[src/rtl/seg_pkg.sv]
// Shared constants for the seven-segment capture path: segment patterns (active-low, seg[6:0] = g..a),
// digit geometry, anode position indices and the capture FSM state type.
package seg_pkg;

    localparam int BCD_W      = 4;
    localparam int NUM_DIGITS = 4;

    localparam logic [1:0] POS_SECONDS      = 2'd0;
    localparam logic [1:0] POS_DECA_SECONDS = 2'd1;
    localparam logic [1:0] POS_MINUTES      = 2'd2;
    localparam logic [1:0] POS_DECA_MINUTES = 2'd3;

    localparam logic [6:0] SEG_0 = 7'b1000000;
    localparam logic [6:0] SEG_1 = 7'b1111001;
    localparam logic [6:0] SEG_2 = 7'b0100100;
    localparam logic [6:0] SEG_3 = 7'b0110000;
    localparam logic [6:0] SEG_4 = 7'b0011001;
    localparam logic [6:0] SEG_5 = 7'b0010010;
    localparam logic [6:0] SEG_6 = 7'b0000010;
    localparam logic [6:0] SEG_7 = 7'b1111000;
    localparam logic [6:0] SEG_8 = 7'b0000000;
    localparam logic [6:0] SEG_9 = 7'b0010000;

    typedef enum logic [1:0] {
        ST_IDLE   = 2'd0,
        ST_SETTLE = 2'd1,
        ST_HOLD   = 2'd2
    } cap_state_e;

    // Digit position selected by a legal active-low one-hot anode vector.
    function automatic logic [1:0] onehot_pos(input logic [3:0] an);
        case (an)
            4'b1101: return POS_DECA_SECONDS;
            4'b1011: return POS_MINUTES;
            4'b0111: return POS_DECA_MINUTES;
            default: return POS_SECONDS;
        endcase
    endfunction

endpackage

[src/rtl/seg7_decode.sv]
// Combinational seven-segment pattern to BCD decoder, the inverse of the display encoder.
// Patterns outside the ten legal digits report valid_o=0.
module seg7_decode
    import seg_pkg::*;
(
    input  logic [6:0]       pat_i,
    output logic             valid_o,
    output logic [BCD_W-1:0] bcd_o
);

    always_comb begin
        valid_o = 1'b1;
        bcd_o   = 4'd0;
        case (pat_i)
            SEG_0:   bcd_o = 4'd0;
            SEG_1:   bcd_o = 4'd1;
            SEG_2:   bcd_o = 4'd2;
            SEG_3:   bcd_o = 4'd3;
            SEG_4:   bcd_o = 4'd4;
            SEG_5:   bcd_o = 4'd5;
            SEG_6:   bcd_o = 4'd6;
            SEG_7:   bcd_o = 4'd7;
            SEG_8:   bcd_o = 4'd8;
            SEG_9:   bcd_o = 4'd9;
            default: valid_o = 1'b0;
        endcase
    end

endmodule

[src/rtl/seg_scan_capture.sv]
// Recovers a 4-digit BCD value from a multiplexed seg/an bus; publishes 2 cycles after the sample completing a
// qualifying frame, no backpressure. Define SEG_CAPTURE_DP_EN to capture decimal points as part of the frame.
module seg_scan_capture
    import seg_pkg::*;
#(
    parameter int SETTLE_CYC    = 16,
    parameter int STABLE_FRAMES = 2,
    parameter int TIMEOUT_CYC   = 2000000
) (
    input  logic                        clk,
    input  logic                        rst,
    input  logic [7:0]                  seg_in,
    input  logic [3:0]                  an_in,
    output logic [NUM_DIGITS*BCD_W-1:0] digit_out,
    output logic [NUM_DIGITS-1:0]       dp_out,
    output logic                        frame_valid,
    output logic                        locked,
    output logic                        decode_err,
    output logic                        an_err
);

    localparam int CW = $clog2(SETTLE_CYC + 1);
    localparam int MW = $clog2(STABLE_FRAMES + 1);
    localparam int TW = $clog2(TIMEOUT_CYC + 1);
    localparam logic [CW-1:0] SETTLE_LAST = CW'(SETTLE_CYC - 1);
    localparam logic [MW-1:0] MATCH_MAX   = MW'(STABLE_FRAMES);
    localparam logic [TW-1:0] TO_MAX      = TW'(TIMEOUT_CYC);

    logic                  dp_raw;
`ifdef SEG_CAPTURE_DP_EN
    assign dp_raw = seg_in[7];
`else
    logic unused_dp;
    assign unused_dp = seg_in[7];
    assign dp_raw    = 1'b1;
`endif

    cap_state_e            state_q, state_d;
    logic [CW-1:0]         cnt_q, cnt_d;
    logic [3:0]            an_r_q, an_p_q;
    logic [6:0]            seg_r_q;
    logic                  dp_r_q;
    logic [15:0]           shadow_q, cand_q, digit_q;
    logic [3:0]            shadow_dp_q, cand_dp_q, dp_q;
    logic [3:0]            seen_q;
    logic                  sampled_q, pub_q;
    logic [MW-1:0]         match_q, match_d;
    logic [TW-1:0]         to_q;
    logic                  fv_q, locked_q, dec_err_q, an_err_q;

    logic                  changed, an_one, an_idle, react;
    logic                  sample_en, an_err_d;
    logic                  dec_vld;
    logic [BCD_W-1:0]      dec_bcd;
    logic [1:0]            pos;
    logic                  complete, frame_same, timed_out, publish;

    seg7_decode u_dec (
        .pat_i   (seg_r_q),
        .valid_o (dec_vld),
        .bcd_o   (dec_bcd)
    );

    assign changed = (an_r_q != an_p_q);
    assign an_one  = (an_r_q == 4'b1110) || (an_r_q == 4'b1101) ||
                     (an_r_q == 4'b1011) || (an_r_q == 4'b0111);
    assign an_idle = (an_r_q == 4'b1111);
    assign pos     = onehot_pos(an_r_q);

    always_comb begin
        state_d   = state_q;
        cnt_d     = cnt_q;
        sample_en = 1'b0;
        an_err_d  = 1'b0;
        react     = 1'b0;
        case (state_q)
            ST_IDLE:   react = 1'b1;
            ST_SETTLE: begin
                if (changed) begin
                    react = 1'b1;
                end else if (cnt_q >= SETTLE_LAST) begin
                    sample_en = 1'b1;
                    state_d   = ST_HOLD;
                end else begin
                    cnt_d = cnt_q + 1'b1;
                end
            end
            ST_HOLD:   react = changed;
            default:   state_d = ST_IDLE;
        endcase
        // A new anode value is judged the same way from every state.
        if (react) begin
            if (an_one) begin
                state_d = ST_SETTLE;
                cnt_d   = CW'(1);
            end else if (an_idle) begin
                state_d = ST_IDLE;
            end else begin
                state_d  = ST_IDLE;
                an_err_d = 1'b1;
            end
        end
    end

    assign complete   = sampled_q && (seen_q == 4'hF);
    assign frame_same = ({shadow_dp_q, shadow_q} == {cand_dp_q, cand_q});
    assign timed_out  = (to_q == TO_MAX) && !complete;
    assign publish    = pub_q && (!locked_q || ({cand_dp_q, cand_q} != {dp_q, digit_q}));

    always_comb begin
        match_d = match_q;
        if (complete) begin
            if (!frame_same) begin
                match_d = MW'(1);
            end else if (match_q != MATCH_MAX) begin
                match_d = match_q + 1'b1;
            end
        end else if (timed_out) begin
            match_d = '0;
        end
        if (sample_en && !dec_vld) begin
            match_d = '0;
        end
    end

    always_ff @(posedge clk or posedge rst) begin
        if (rst) begin
            state_q     <= ST_IDLE;
            cnt_q       <= '0;
            an_r_q      <= 4'hF;
            an_p_q      <= 4'hF;
            seg_r_q     <= 7'h7F;
            dp_r_q      <= 1'b1;
            shadow_q    <= '0;
            shadow_dp_q <= '0;
            cand_q      <= '0;
            cand_dp_q   <= '0;
            digit_q     <= '0;
            dp_q        <= '0;
            seen_q      <= '0;
            sampled_q   <= 1'b0;
            pub_q       <= 1'b0;
            match_q     <= '0;
            to_q        <= '0;
            fv_q        <= 1'b0;
            locked_q    <= 1'b0;
            dec_err_q   <= 1'b0;
            an_err_q    <= 1'b0;
        end else begin
            an_r_q    <= an_in;
            an_p_q    <= an_r_q;
            seg_r_q   <= seg_in[6:0];
            dp_r_q    <= dp_raw;
            state_q   <= state_d;
            cnt_q     <= cnt_d;
            sampled_q <= sample_en;
            an_err_q  <= an_err_d;
            dec_err_q <= sample_en && !dec_vld;
            match_q   <= match_d;
            pub_q     <= complete && (match_d == MATCH_MAX);
            fv_q      <= publish;

            if (sample_en) begin
                if (dec_vld) begin
                    shadow_q[{pos, 2'b00} +: 4] <= dec_bcd;
                    shadow_dp_q[pos]            <= ~dp_r_q;
                    seen_q[pos]                 <= 1'b1;
                end else begin
                    seen_q <= '0;
                end
            end

            if (complete) begin
                seen_q <= '0;
                to_q   <= '0;
                if (!frame_same) begin
                    cand_q    <= shadow_q;
                    cand_dp_q <= shadow_dp_q;
                end
            end else if (to_q != TO_MAX) begin
                to_q <= to_q + 1'b1;
            end

            if (timed_out) begin
                locked_q <= 1'b0;
            end
            if (publish) begin
                digit_q  <= cand_q;
                dp_q     <= cand_dp_q;
                locked_q <= 1'b1;
            end
        end
    end

    assign digit_out   = digit_q;
`ifdef SEG_CAPTURE_DP_EN
    assign dp_out      = dp_q;
`else
    assign dp_out      = 4'b0000;
`endif
    assign frame_valid = fv_q;
    assign locked      = locked_q;
    assign decode_err  = dec_err_q;
    assign an_err      = an_err_q;

endmodule
[config.mk]
export PLATFORM = sky130hd
export DESIGN_NAME = seg_scan_capture
export DESIGN_NICKNAME = d
export VERILOG_FILES = /design/src/rtl/seg_pkg.sv /design/src/rtl/seg7_decode.sv /design/src/rtl/seg_scan_capture.sv
export SDC_FILE = /design/constraint.sdc
export NUM_CORES = 1
export LEC_CHECK = 0
export BUFFER_PORTS_ARGS = -buffer_cell sky130_fd_sc_hd__buf_4
export CORE_AREA = 2 2 104 106
export DETAILED_ROUTE_END_ITERATION = 7
export DIE_AREA = 0 0 106 108
export PLACE_DENSITY = 0.8
export SLEW_MARGIN = 40
export SYNTH_ARGS = -nofsm -noshare
export SYNTH_HDL_FRONTEND = slang
export SYNTH_SLANG_ARGS = --single-unit
[constraint.sdc]
create_clock -name clk -period 7.5 [get_ports clk]
set_input_delay 0.375 -clock clk [delete_from_list [all_inputs] [get_ports clk]]
set_output_delay 0.375 -clock clk [all_outputs]
set_load 0.05 [all_outputs]
==> results.py <==
metrics = {
    "run": {
        "maxCapViolations": 0,
    },
    "global_route": {
        "use_met3_pct": 4.64,
        "grt-busiest-layer": "met2",
        "grt_start_max_net_pins": 69,
        "grt-ovfl-total": 0,
        "antenna_found_initial": 0,
        "use_met1_pct": 26.0,
        "grt_first_pass_wirelength_um": 18200,
        "gr-usage-met2_pct": 33.9,
        "grt_usage_pct": 20.2,
        "first_global_vias": 3811,
    },
    "critical_path": {
        "critPathCaptureType": "flip-flop",
        "critPathMaxFanout": 19,
        "max_stage_delay_ns": 0.43,
        "path_class": "flip-flop to flip-flop",
        "crit_required_ns": 7.89,
        "crit_path_top_delay_cell": "clkinv_1",
        "crit_start": "cnt_q[0]",
        "crit_chain": "ha_1 -> a21o_1 -> a31oi_1 -> nand3b_1 -> clkinv_1 -> and2_1 -> a22o_1",
        "path_buf_inv": 1,
        "cp_top_family": "compound AO/OA/AOI/OAI gates",
        "start_kind": "flip-flop",
        "critPathArrivalTime_ns": 2.90,
        "reg2reg_from": "cnt_q[0]",
    },
    "power": {
        "p_int_w": 0.00111,
        "p_leak_nw": 3.11,
        "pwr-share-seq_pct": 45.2,
        "power_density_nw_per_um2": 217,
        "swShare_pct": 21.7,
        "switching_power_w": 0.000308,
        "vdd_ir_drop_max_mv": 0.128,
        "pwr-share-clk_pct": 50.4,
        "p_comb_share_pct": 4.5,
    },
    "cts": {
        "cts_sinks": 115,
        "cts_resized": 0,
        "clkTransAtPathRegs_ns": 0.05,
        "clock-root-buffer": "clkbuf_8",
        "cts_tree": "built",
        "ctsHtreeMaxLevel": 4,
        "numCtsBuffers": 17,
        "max-clock-path-buffers": 2,
        "clk_latency_ns": 0.51,
    },
    "hold_path": {
        "hold_class": "flip-flop to flip-flop",
        "hold_start": "an_r_q[1]",
    },
    "layout": {
        "drive_gt1_share_pct": 23.2,
        "nets": 559,
        "seqCellArea_sq_um": 2900,
        "multi_input_area_sq_um": 2460,
        "nFillCells": 772,
        "antennaDiodeCount": 0,
        "layout_commonest_cell": "dfrtp_1",
        "final_area_sq_um": 6530,
        "mostFrequentLayoutCells": "dfrtp_1, xnor2_1, mux2_2",
        "area_growth_pct": 18.6,
    },
    "route": {
        "drtIter0Drc": 138,
        "ant_nets": 0,
        "wl_per_cell_um": 15.9,
        "drt_wl_total_um": 10800,
        "drt-pass1-iter-count": 4,
        "drc": 0,
        "vias": 3811,
        "routed_via_density": 5.62,
    },
    "placed_design": {
        "io_buffers": 32,
        "placed_area_sq_um": 5870,
        "place_hpwl_um": 7190,
        "place_congestion": 0.810,
    },
    "timing": {
        "hold_violations": 0,
        "rsz0062_at_grt": "false",
        "max_freq_mhz": 398,
        "worstMarginPinSlew_ns": 0.667,
        "finalMaxSlewViolations": 0,
        "slew_headroom_pct": 54.9,
        "fin_crit_ns": 2.51,
        "finalCritPeriodShare_pct": 33.5,
        "setup_viol": 0,
        "finClkSkew_ns": 0.00732,
        "finalSetupTns_ns": 0,
    },
    "synthesis": {
        "yosys.area_share.simple_pct": 13.9,
        "synth_xor_area_share_pct": 10.3,
        "synth-compound-area-share_pct": 8.07,
        "ys_async_sr_fraction_pct": 100,
        "ys_warn_count": 0,
        "yosys_register_bits": 115,
        "ys_types": 51,
        "synth_cells": 475,
        "avgSynthCellArea_sq_um": 11.6,
        "muxShareOfSynthArea_pct": 8.54,
        "synth_top_family_by_area": "simple AND/OR/NAND/NOR gates",
        "synth-seq-area-share_pct": 52.6,
        "netlist_area_sq_um": 5510,
        "synthAdderAreaFrac_pct": 3.64,
        "synth_edf_count": 0,
        "yosys_most_used_dff": "dfrtp_1",
    },
    "floorplan": {
        "die_w_um": 106,
        "die_h_um": 108,
        "ios": 38,
        "core.rowCount": 37,
        "start_util_pct": 53.8,
        "dieArea_sq_um": 11400,
        "core_area_sq_um": 10200,
    },
    "run_status": {
        "status": "complete, no violations",
    },
}
repair_timing:
action | in CTS | in global routing
endpoints found under the setup margin | 0 | 0
endpoints found under the hold margin | 58 | 0
buffers inserted | 0 | 0
hold buffers | 12 | 0
power by group through the flow:
stage	Clock [W]	Sequential [W]	Combinational, W
2_1_floorplan	0	0.000650	0.0000422
3_3_place_gp	0	0.000650	0.0000562
3_5_place_dp	0	0.000651	0.0000589
4_1_cts	0.000721	0.000641	0.0000640
5_1_grt	0.000750	0.000641	0.0000718
6_report	0.000714	0.000641	0.0000633
metrics by stage:
step	total power [W]	instances	hold WS [ns]	util (%)	setup WS (ns)
floorplan	0.000693	478	0.353	-	4.11
global placement	0.000706	633	0.397	57.3	4.94
detailed placement	0.000710	634	0.405	57.4	5.02
CTS	0.00143	678	0.416	63.8	4.99
global route	0.00146	678	0.427	63.8	4.83
finish	0.00142	678	0.419	63.8	4.99
routing by layer:
metal / wire length (um) / share of wire, %
met5: 0 / 0
met2: 5370 / 50
met1: 4840 / 45
met4: 157 / 1.5
met3: 420 / 3.9
state kept, by name, indices dropped and copies added (netlist names), 5 cells and up:
name,count
shadow_q,16
seg_r_q,7
to_q,21
cand_q,16
cnt_q,5
digit_out,16
cells in the mapped netlist, drive strengths merged, types with 4 or more instances:
cell / number / share of area (%)
dfrtp: 100 / 45
xnor2: 41 / 6.5
mux2: 40 / 8.2
nor2: 29 / 2.0
xor2: 24 / 3.8
inv: 19 / 1.3
nand2: 17 / 1.2
ha: 16 / 3.6
dfstp: 15 / 7.2
nand4: 15 / 1.7
nand3: 14 / 1.3
a21oi: 13 / 1.2
a22o: 12 / 1.9
and3: 12 / 1.4
nor3: 11 / 1.1
buf: 10 / 1.2
nor4: 9 / 1.1
o21ai: 9 / 0.82
a21o: 6 / 0.82
a31oi: 6 / 0.68
nand2b: 6 / 0.68
and2: 5 / 0.57
clkbuf: 5 / 0.34
o211ai: 5 / 0.68
nor4b: 4 / 0.64
or3: 4 / 0.45
final cells by class:
| type | instances | area share [%] |
|---|---|---|
| clock inverters | 5 | 0.383 |
| inverters | 20 | 1.19 |
| clock buffers | 27 | 7.83 |
| multi-input cells | 328 | 37.7 |
| well taps | 136 | 2.60 |
| repair buffers | 47 | 5.92 |
| flip-flops and latches | 115 | 44.3 |
worst paths after layout:
check,to,slack [ns],cells past startpoint
max in group asynchronous,shadow_dp_q[3],6.03,4
setup / recovery,shadow_q[1],4.99,7
setup reg to reg,shadow_q[1],4.99,7
hold reg to reg,an_p_q[1],0.42,0
min in group asynchronous,to_q[14],0.49,3
hold / removal,an_p_q[1],0.42,0
cells by family (layout without fill, tap and decap cells):
| family | Yosys count | count (layout) |
|---|---|---|
| and+or+nand+nor | 139 | 139 |
| DFF | 115 | 115 |
| xor gates and xnor gates | 65 | 65 |
| AOI/OAI and AO/OA | 62 | 62 |
| muxes | 42 | 42 |
| buffers and inverters | 35 | 99 |
| adders and majority gates | 16 | 16 |
| other | 1 | 4 |
(Power assumes the default switching activity.)
